**src/rtl/mmio_uart_defs.sv**
```systemverilog
// Shared definitions for the memory-mapped UART transmitter: register offsets,
// STATUS bit positions and serializer state encodings.
package mmio_uart_defs;

  localparam logic [1:0] REG_TXDATA  = 2'd0;
  localparam logic [1:0] REG_STATUS  = 2'd1;
  localparam logic [1:0] REG_BAUDDIV = 2'd2;

  localparam int STAT_BUSY   = 0;
  localparam int STAT_FULL   = 1;
  localparam int STAT_EMPTY  = 2;
  localparam int STAT_OVF    = 3;
  localparam int STAT_PARITY = 4;

  typedef enum logic [2:0] {
    S_IDLE,
    S_START,
    S_DATA,
    S_PARITY,
    S_STOP
  } tx_state_e;

endpackage

```
**src/rtl/uart_tx_fifo.sv**
```systemverilog
// Synchronous FIFO for the UART transmit path. A push while full is accepted
// only when a pop happens on the same edge; count ranges 0..DEPTH.
module uart_tx_fifo #(
  parameter int DEPTH = 16,
  parameter int WIDTH = 8
) (
  input  logic                     clk,
  input  logic                     rst,
  input  logic                     push,
  input  logic                     pop,
  input  logic [WIDTH-1:0]         din,
  output logic [WIDTH-1:0]         dout,
  output logic                     full,
  output logic                     empty,
  output logic [$clog2(DEPTH):0]   count
);

  localparam int AW = $clog2(DEPTH);

  logic [WIDTH-1:0] mem [DEPTH];
  logic [AW:0]      wr_ptr, rd_ptr;
  logic             push_ok, pop_ok;

  assign count   = wr_ptr - rd_ptr;
  assign full    = (count == (AW+1)'(DEPTH));
  assign empty   = (count == '0);
  assign pop_ok  = pop & ~empty;
  assign push_ok = push & (~full | pop_ok);
  assign dout    = mem[rd_ptr[AW-1:0]];

  // NOTE: sequential state uses non-blocking assignments so every register
  // samples its inputs from before the edge, independent of block ordering.
  always_ff @(posedge clk or negedge rst) begin
    if (!rst) begin
      wr_ptr <= '0;
      rd_ptr <= '0;
    end else begin
      if (push_ok) wr_ptr <= wr_ptr + 1'b1;
      if (pop_ok)  rd_ptr <= rd_ptr + 1'b1;
    end
  end

  // NOTE: the storage array is deliberately not reset; the pointers alone
  // define validity, and leaving it out keeps it mappable onto RAM.
  always_ff @(posedge clk) begin
    if (push_ok) mem[wr_ptr[AW-1:0]] <= din;
  end

endmodule

```
**src/rtl/mmio_uart_tx.sv**
```systemverilog
// Memory-mapped UART transmitter: bus register decode, TX FIFO, baud/bit
// counters and serializer FSM. Define UART_TX_PARITY_EN for 8E1 frames.
module mmio_uart_tx
  import mmio_uart_defs::*;
#(
  parameter int FIFO_DEPTH  = 16,
  parameter int DEFAULT_DIV = 867
) (
  input  logic        clk,
  input  logic        rst,
  input  logic        sel,
  input  logic        dm_ena,
  input  logic        dm_wena,
  input  logic [10:0] dm_addr,
  input  logic [31:0] dm_wdata,
  output logic [31:0] dm_rdata,
  output logic        uart_txd
);

  localparam int CW = $clog2(FIFO_DEPTH) + 1;
`ifdef UART_TX_PARITY_EN
  localparam logic PARITY_EN = 1'b1;
`else
  localparam logic PARITY_EN = 1'b0;
`endif

  tx_state_e   state_q, state_d;
  logic [15:0] baud_div, div_lat, baud_cnt;
  logic [2:0]  bit_cnt;
  logic [7:0]  shift_q;
  logic        parity_q, ovf;
  logic        wr_en, push_req, pop, start_frame, bit_done;
  logic        fifo_full, fifo_empty;
  logic [7:0]  fifo_dout;
  logic [CW-1:0] fifo_count;
  logic [31:0] status;
  logic        unused_bits;

  assign unused_bits = ^{dm_addr[10:2], dm_wdata[31:16]};
  assign wr_en    = sel & dm_ena & dm_wena;
  assign push_req = wr_en & (dm_addr[1:0] == REG_TXDATA);
  assign bit_done = (baud_cnt == '0);

  uart_tx_fifo #(.DEPTH(FIFO_DEPTH), .WIDTH(8)) u_fifo (
    .clk   (clk),
    .rst   (rst),
    .push  (push_req),
    .pop   (pop),
    .din   (dm_wdata[7:0]),
    .dout  (fifo_dout),
    .full  (fifo_full),
    .empty (fifo_empty),
    .count (fifo_count)
  );

  always_ff @(posedge clk or negedge rst) begin
    if (!rst) begin
      baud_div <= 16'(DEFAULT_DIV);
      ovf      <= 1'b0;
    end else begin
      if (wr_en && dm_addr[1:0] == REG_BAUDDIV) baud_div <= dm_wdata[15:0];
      // A dropped push (full, no simultaneous pop) wins over nothing; clears come via STATUS.
      if (push_req && fifo_full && !pop) ovf <= 1'b1;
      else if (wr_en && dm_addr[1:0] == REG_STATUS && dm_wdata[STAT_OVF]) ovf <= 1'b0;
    end
  end

  always_ff @(posedge clk or negedge rst) begin
    if (!rst) state_q <= S_IDLE;
    else      state_q <= state_d;
  end

  // NOTE: every output of this block gets a default first, so no path leaves
  // a signal unassigned and no latch is inferred.
  always_comb begin
    state_d     = state_q;
    pop         = 1'b0;
    start_frame = 1'b0;
    case (state_q)
      S_IDLE: if (!fifo_empty) begin
        pop         = 1'b1;
        start_frame = 1'b1;
        state_d     = S_START;
      end
      S_START: if (bit_done) state_d = S_DATA;
      S_DATA: if (bit_done && bit_cnt == 3'd7) begin
`ifdef UART_TX_PARITY_EN
        state_d = S_PARITY;
`else
        state_d = S_STOP;
`endif
      end
      S_PARITY: if (bit_done) state_d = S_STOP;
      S_STOP: if (bit_done) begin
        if (!fifo_empty) begin
          pop         = 1'b1;
          start_frame = 1'b1;
          state_d     = S_START;
        end else begin
          state_d = S_IDLE;
        end
      end
      default: state_d = S_IDLE;
    endcase
  end

  // The divisor is latched at frame start so mid-frame BAUDDIV writes only affect the next frame.
  always_ff @(posedge clk or negedge rst) begin
    if (!rst) begin
      div_lat  <= '0;
      baud_cnt <= '0;
      bit_cnt  <= '0;
      shift_q  <= '0;
      parity_q <= 1'b0;
    end else if (start_frame) begin
      div_lat  <= baud_div;
      baud_cnt <= baud_div;
      bit_cnt  <= '0;
      shift_q  <= fifo_dout;
      parity_q <= ^fifo_dout;
    end else if (state_q != S_IDLE) begin
      if (bit_done) begin
        baud_cnt <= div_lat;
        if (state_q == S_DATA) begin
          shift_q <= shift_q >> 1;
          bit_cnt <= bit_cnt + 3'd1;
        end
      end else begin
        baud_cnt <= baud_cnt - 16'd1;
      end
    end
  end

  always_comb begin
    uart_txd = 1'b1;
    case (state_q)
      S_START:  uart_txd = 1'b0;
      S_DATA:   uart_txd = shift_q[0];
      S_PARITY: uart_txd = parity_q;
      default:  uart_txd = 1'b1;
    endcase
  end

  always_comb begin
    status                = '0;
    status[STAT_BUSY]     = (state_q != S_IDLE);
    status[STAT_FULL]     = fifo_full;
    status[STAT_EMPTY]    = fifo_empty;
    status[STAT_OVF]      = ovf;
    status[STAT_PARITY]   = PARITY_EN;
    status[15:8]          = 8'(fifo_count);
  end

  always_comb begin
    dm_rdata = '0;
    if (sel && dm_ena && !dm_wena) begin
      case (dm_addr[1:0])
        REG_STATUS:  dm_rdata = status;
        REG_BAUDDIV: dm_rdata = {16'h0000, baud_div};
        default:     dm_rdata = '0;
      endcase
    end
  end

endmodule
```
**config.mk**
```make
export PLATFORM = sky130hd
export DESIGN_NAME = mmio_uart_tx
export DESIGN_NICKNAME = d
export VERILOG_FILES = /design/src/rtl/mmio_uart_defs.sv /design/src/rtl/uart_tx_fifo.sv /design/src/rtl/mmio_uart_tx.sv
export SDC_FILE = /design/constraint.sdc
export NUM_CORES = 1
export LEC_CHECK = 0
export BUFFER_PORTS_ARGS = -buffer_cell sky130_fd_sc_hd__buf_2
export CAP_MARGIN = 5
export CORE_MARGIN = 4
export CORE_UTILIZATION = 30
export CTS_BUF_LIST = sky130_fd_sc_hd__clkbuf_8
export DETAILED_ROUTE_END_ITERATION = 7
export PLACE_DENSITY_LB_ADDON = 0.08
export SLEW_MARGIN = 20
export SYNTH_ARGS = -nofsm -noshare
export SYNTH_HDL_FRONTEND = slang
export SYNTH_SLANG_ARGS = --single-unit
```
**constraint.sdc**
```tcl
create_clock -name clk -period 8.7 [get_ports clk]
set_clock_uncertainty 0.2 [all_clocks]
set_input_delay 0.87 -clock clk [delete_from_list [all_inputs] [get_ports clk]]
set_output_delay 0.87 -clock clk [all_outputs]
set_load 0.02 [all_outputs]
```
==> summary.txt <==
Place
  • Placed cell areas: 9700 µm²
  • Final Wtd Congestion: 0.782
  • Final HPWL DP: 14500 µm
  • PortBufs: 39

Synthesis
  • Synthesis Warnings: 0
  • #FFs+latches synth: 202
  • Synthesized instance count: 681
  • Synth cell types: 60
  • Top-count cell post-synth: edfxtp_1
  • Syn avg cell area: 13.5 µm²
  • Synth top cells by count: 128 x edfxtp_1, 111 x nand2_1, 68 x dfrtp_1, 46 x nor2_1, 32 x mux4_2
  • Top cells by area, synth: edfxtp_1 42%, dfrtp_1 19%, mux4_2 7.8%, nand2_1 4.5%, mux2_2 2.3%
  • Cell taking the most area after synthesis: edfxtp_1
  • Post-synthesis async set-or-reset flop share: 36.6%
  • Primary flip-flop cell chosen by synthesis mapping: edfxtp_1
  • Yosys top cell area share: 41.8%
  • Post-Syn Area: approximately 9200 µm²
  • Sequential fraction of the synthesis area: between 60 and 70%
  • Number of synthesized flops with an enable pin: 128

Clock tree
  • # clock sinks: 202
  • Hold Buf Count CTS: 0
  • CTS tree: built
  • Clk Latency, worst-skew pair: 0.54 ns
  • Total setup buffers inserted after CTS: 0
  • Root buffer cell: clkbuf_8
  • CTS H-Tree Depth: 2
  • Bufs on Longest Clock Path: 3
  • Post-cts repair resize count: 0
  • Inserted Clock Buffers: 38
  • CTS clk-pin slew, worst paths: ~0.06 ns

STA
  • Hold Violations, Final: 0
  • Slew Limit Fails: 0
  • FMAX: 205 MHz
  • RSZ-0062 raised after global routing: false
  • Final setup fails: 0
  • Worst-margin pin slew: 0.992 ns
  • Crit share post-route: 56.2%
  • Post-route minimum period: 4.89 ns
  • Post-route setup TNS: 0 ns
  • Slew HR: around a third

Cells and area
  • Final net count: 800
  • Design Area, Final: ~10000 µm²
  • Layout cells sized above 1: 22.4%
  • # diodes: 0
  • # fillers: 3014
  • Syn-to-layout area delta: 14.0%

Route
  • Total Wirelength: approximately 22000 µm
  • Routed wire per std cell: between 15 and 20 µm
  • Vias post-DR: ~5500
  • Met3 WL: 843 µm
  • DR DRC count: 0
  • Initial DRC count: around 340
  • M1 WL: slightly below 10000 µm
  • Top layer in use: met4
  • Antenna viol nets, final: 0
  • DR vias/cell: 4.77
  • Drt pass-1 iters: 4
  • Met2 wire len: 11000 µm

Power
  • Leak: between 0.004 and 0.005 µW
  • Power per standard cell area: 304 nW/µm²
  • Worst VDD drop: around 0.15 mV

Setup path
  • RR Endpoint: baud_cnt[7]
  • Crit Path Class: reg2out
  • Crit path max-delay cell type: dfrtp_1
  • Critical path startpoint: u_fifo.rd_ptr[2]
  • Crit path to: dm_rdata[2]
  • Crit-path max cell delay: 0.83 ns
  • Crit. path cell count: 10
  • Worst endpoint required time: roughly 7.6 ns
  • CP Launch Type: flip-flop
  • CP Capture Type: output port
  • FF-to-FF Start: u_fifo.rd_ptr[2]
  • Reg2Reg Depth: 10
  • Critical path fanouts, max: 16
  • Worst EP arrival: 3.82 ns
  • CP top delay family: flip-flops
  • Buffer and inverter count on the worst path: 2
  • Crit path cell chain: inv_1 > ha_1 > nor2b_1 > o21ai_0 > a21oi_1 > nor2_1 > nor2b_1 > a22oi_1 > nor2_1 > buf_2
  • Reg2reg setup slack: 4.27 ns

Die
  • Area of the core: 30000 µm²
  • Row Count: 63
  • Die width: between 150 and 200 µm
  • Die area: approximately 33000 µm²
  • IO Pins: 81
  • Initial Utilization: 30.7%
  • Die height: around 180 µm

Global route
  • Largest net degree at the start of global routing: 75
  • First-pass GRT wire length: 35000 µm
  • Global route total overflow: 0
  • Total GRT Usage: roughly 13%
  • Vias in the first global route: 5930
  • Antenna violations before repair: 0

Job
  • Maxcap violations: 0

Run status
  • Status: finished, final reports clean

Min path
  • HP Class: in2async
-- kinds of logic (layout without fill, tap and decap cells) --
group / count (synthesis) / in the layout / share of synthesized area, %
adders and majority gates: 17 / 17 / 2.40
xor gates and xnor gates: 22 / 22 / 2.40
muxes: 68 / 68 / 12.0
AOI/OAI and AO/OA: 86 / 86 / 6.20
DFF: 202 / 202 / 62.1
other: 1 / 16 / 0.0408
and+or+nand+nor: 222 / 222 / 11.1
buffers and inverters: 63 / 131 / 3.76
-- layout make-up --
class | instances | area, µm² | area share (%)
sequential | 202 | 5700 | 54.4
inverter | 15 | 56.3 | 0.537
timing repair buffer | 47 | 262 | 2.50
clock buffer | 49 | 674 | 6.44
tap | 390 | 488 | 4.66
multi-input combinational | 431 | 3200 | 30.5
clock inverter | 20 | 96.3 | 0.920
-- cells in the final DEF, fill, tap and decap left out, types with 2 or more instances in the layout --
cell type  instances
a21oi_1           10
a21oi_2            4
a22oi_1            9
a31oi_1           15
and2_1             9
and3_1             3
buf_2             38
buf_4              8
clkbuf_8          49
clkinv_1           3
clkinv_2           4
conb_1            16
dfrtp_1           67
dfstp_2            6
edfxtp_1         128
ha_1              16
inv_1             26
mux2_2            19
mux2i_1           16
mux4_2            32
nand2_1          111
nand2b_1           5
nand3_1           10
nand3b_1           3
nand4_1            4
nor2_1            46
nor2b_1            3
nor3_1            10
nor4_1             2
o211ai_1          12
o21ai_0           21
o21ai_1            3
o221ai_1           3
or3_1              5
xnor2_1           15
xnor3_1            2
xor2_1             5
-- report_power, final --
part | total [µW] | switching, µW | internal, µW
Clock | 914 | 407 | 507
Sequential | 1300 | 141 | 1160
Combinational | 977 | 534 | 443
Total | 3190 | 1080 | 2110
-- flip-flops by register name, summed over array words and instances, names as in the netlist --
name	count
u_fifo.wr_ptr	5
shift_q	8
bit_cnt	3
u_fifo.mem	128
div_lat	16
baud_cnt	16
ovf	1
u_fifo.rd_ptr	5
state_q	3
parity_q	1
baud_div	16
-- metrics by stage --
stage | total power, µW | hold slack [ns] | worst slack [ns] | cells | utilization (%)
final | 3190 | 0.171 | 3.81 | 1154 | 35.0
after global routing | 3420 | 0.227 | 3.51 | 1154 | 35.0
after CTS | 3250 | 0.278 | 3.75 | 1154 | 35.0
after detailed placement | 2320 | 0.264 | 4.29 | 1085 | 32.4
after global placement | 2300 | 0.260 | 4.29 | 1085 | 32.4
after floorplan | 2060 | 0.246 | 5.19 | 696 | -
-- layer usage --
| layer | up-vias | GRT usage, % |
|---|---|---|
| met2 | 103 | 22.9 |
| met3 | 43 | 2.64 |
| li1 | 2586 | - |
| met1 | 2774 | 17.4 |
| met4 | 0 | 4.23 |
| met5 | - | 0 |
-- how the worst min path moves through the flow --
stage | start | to | slack [ns]
6_report | rst | div_lat[12] | 0.17
5_1_grt | rst | u_fifo.wr_ptr[0] | 0.23
4_1_cts | div_lat[9] | div_lat[9] | 0.28
3_5_place_dp | div_lat[9] | div_lat[9] | 0.26
3_3_place_gp | div_lat[5] | div_lat[5] | 0.26
2_1_floorplan | div_lat[0] | div_lat[0] | 0.25
-- worst reg2reg max path: cells and delay by family, from the launching register on --
family / cells / cell delay [ns]
fa+ha+maj: 1 / 0.46
flops: 1 / 0.83
buf+inv: 2 / 1.01
simple gates: 2 / 0.78
compound gates: 5 / 0.97
Note: power is estimated with default switching activity, not from simulation.
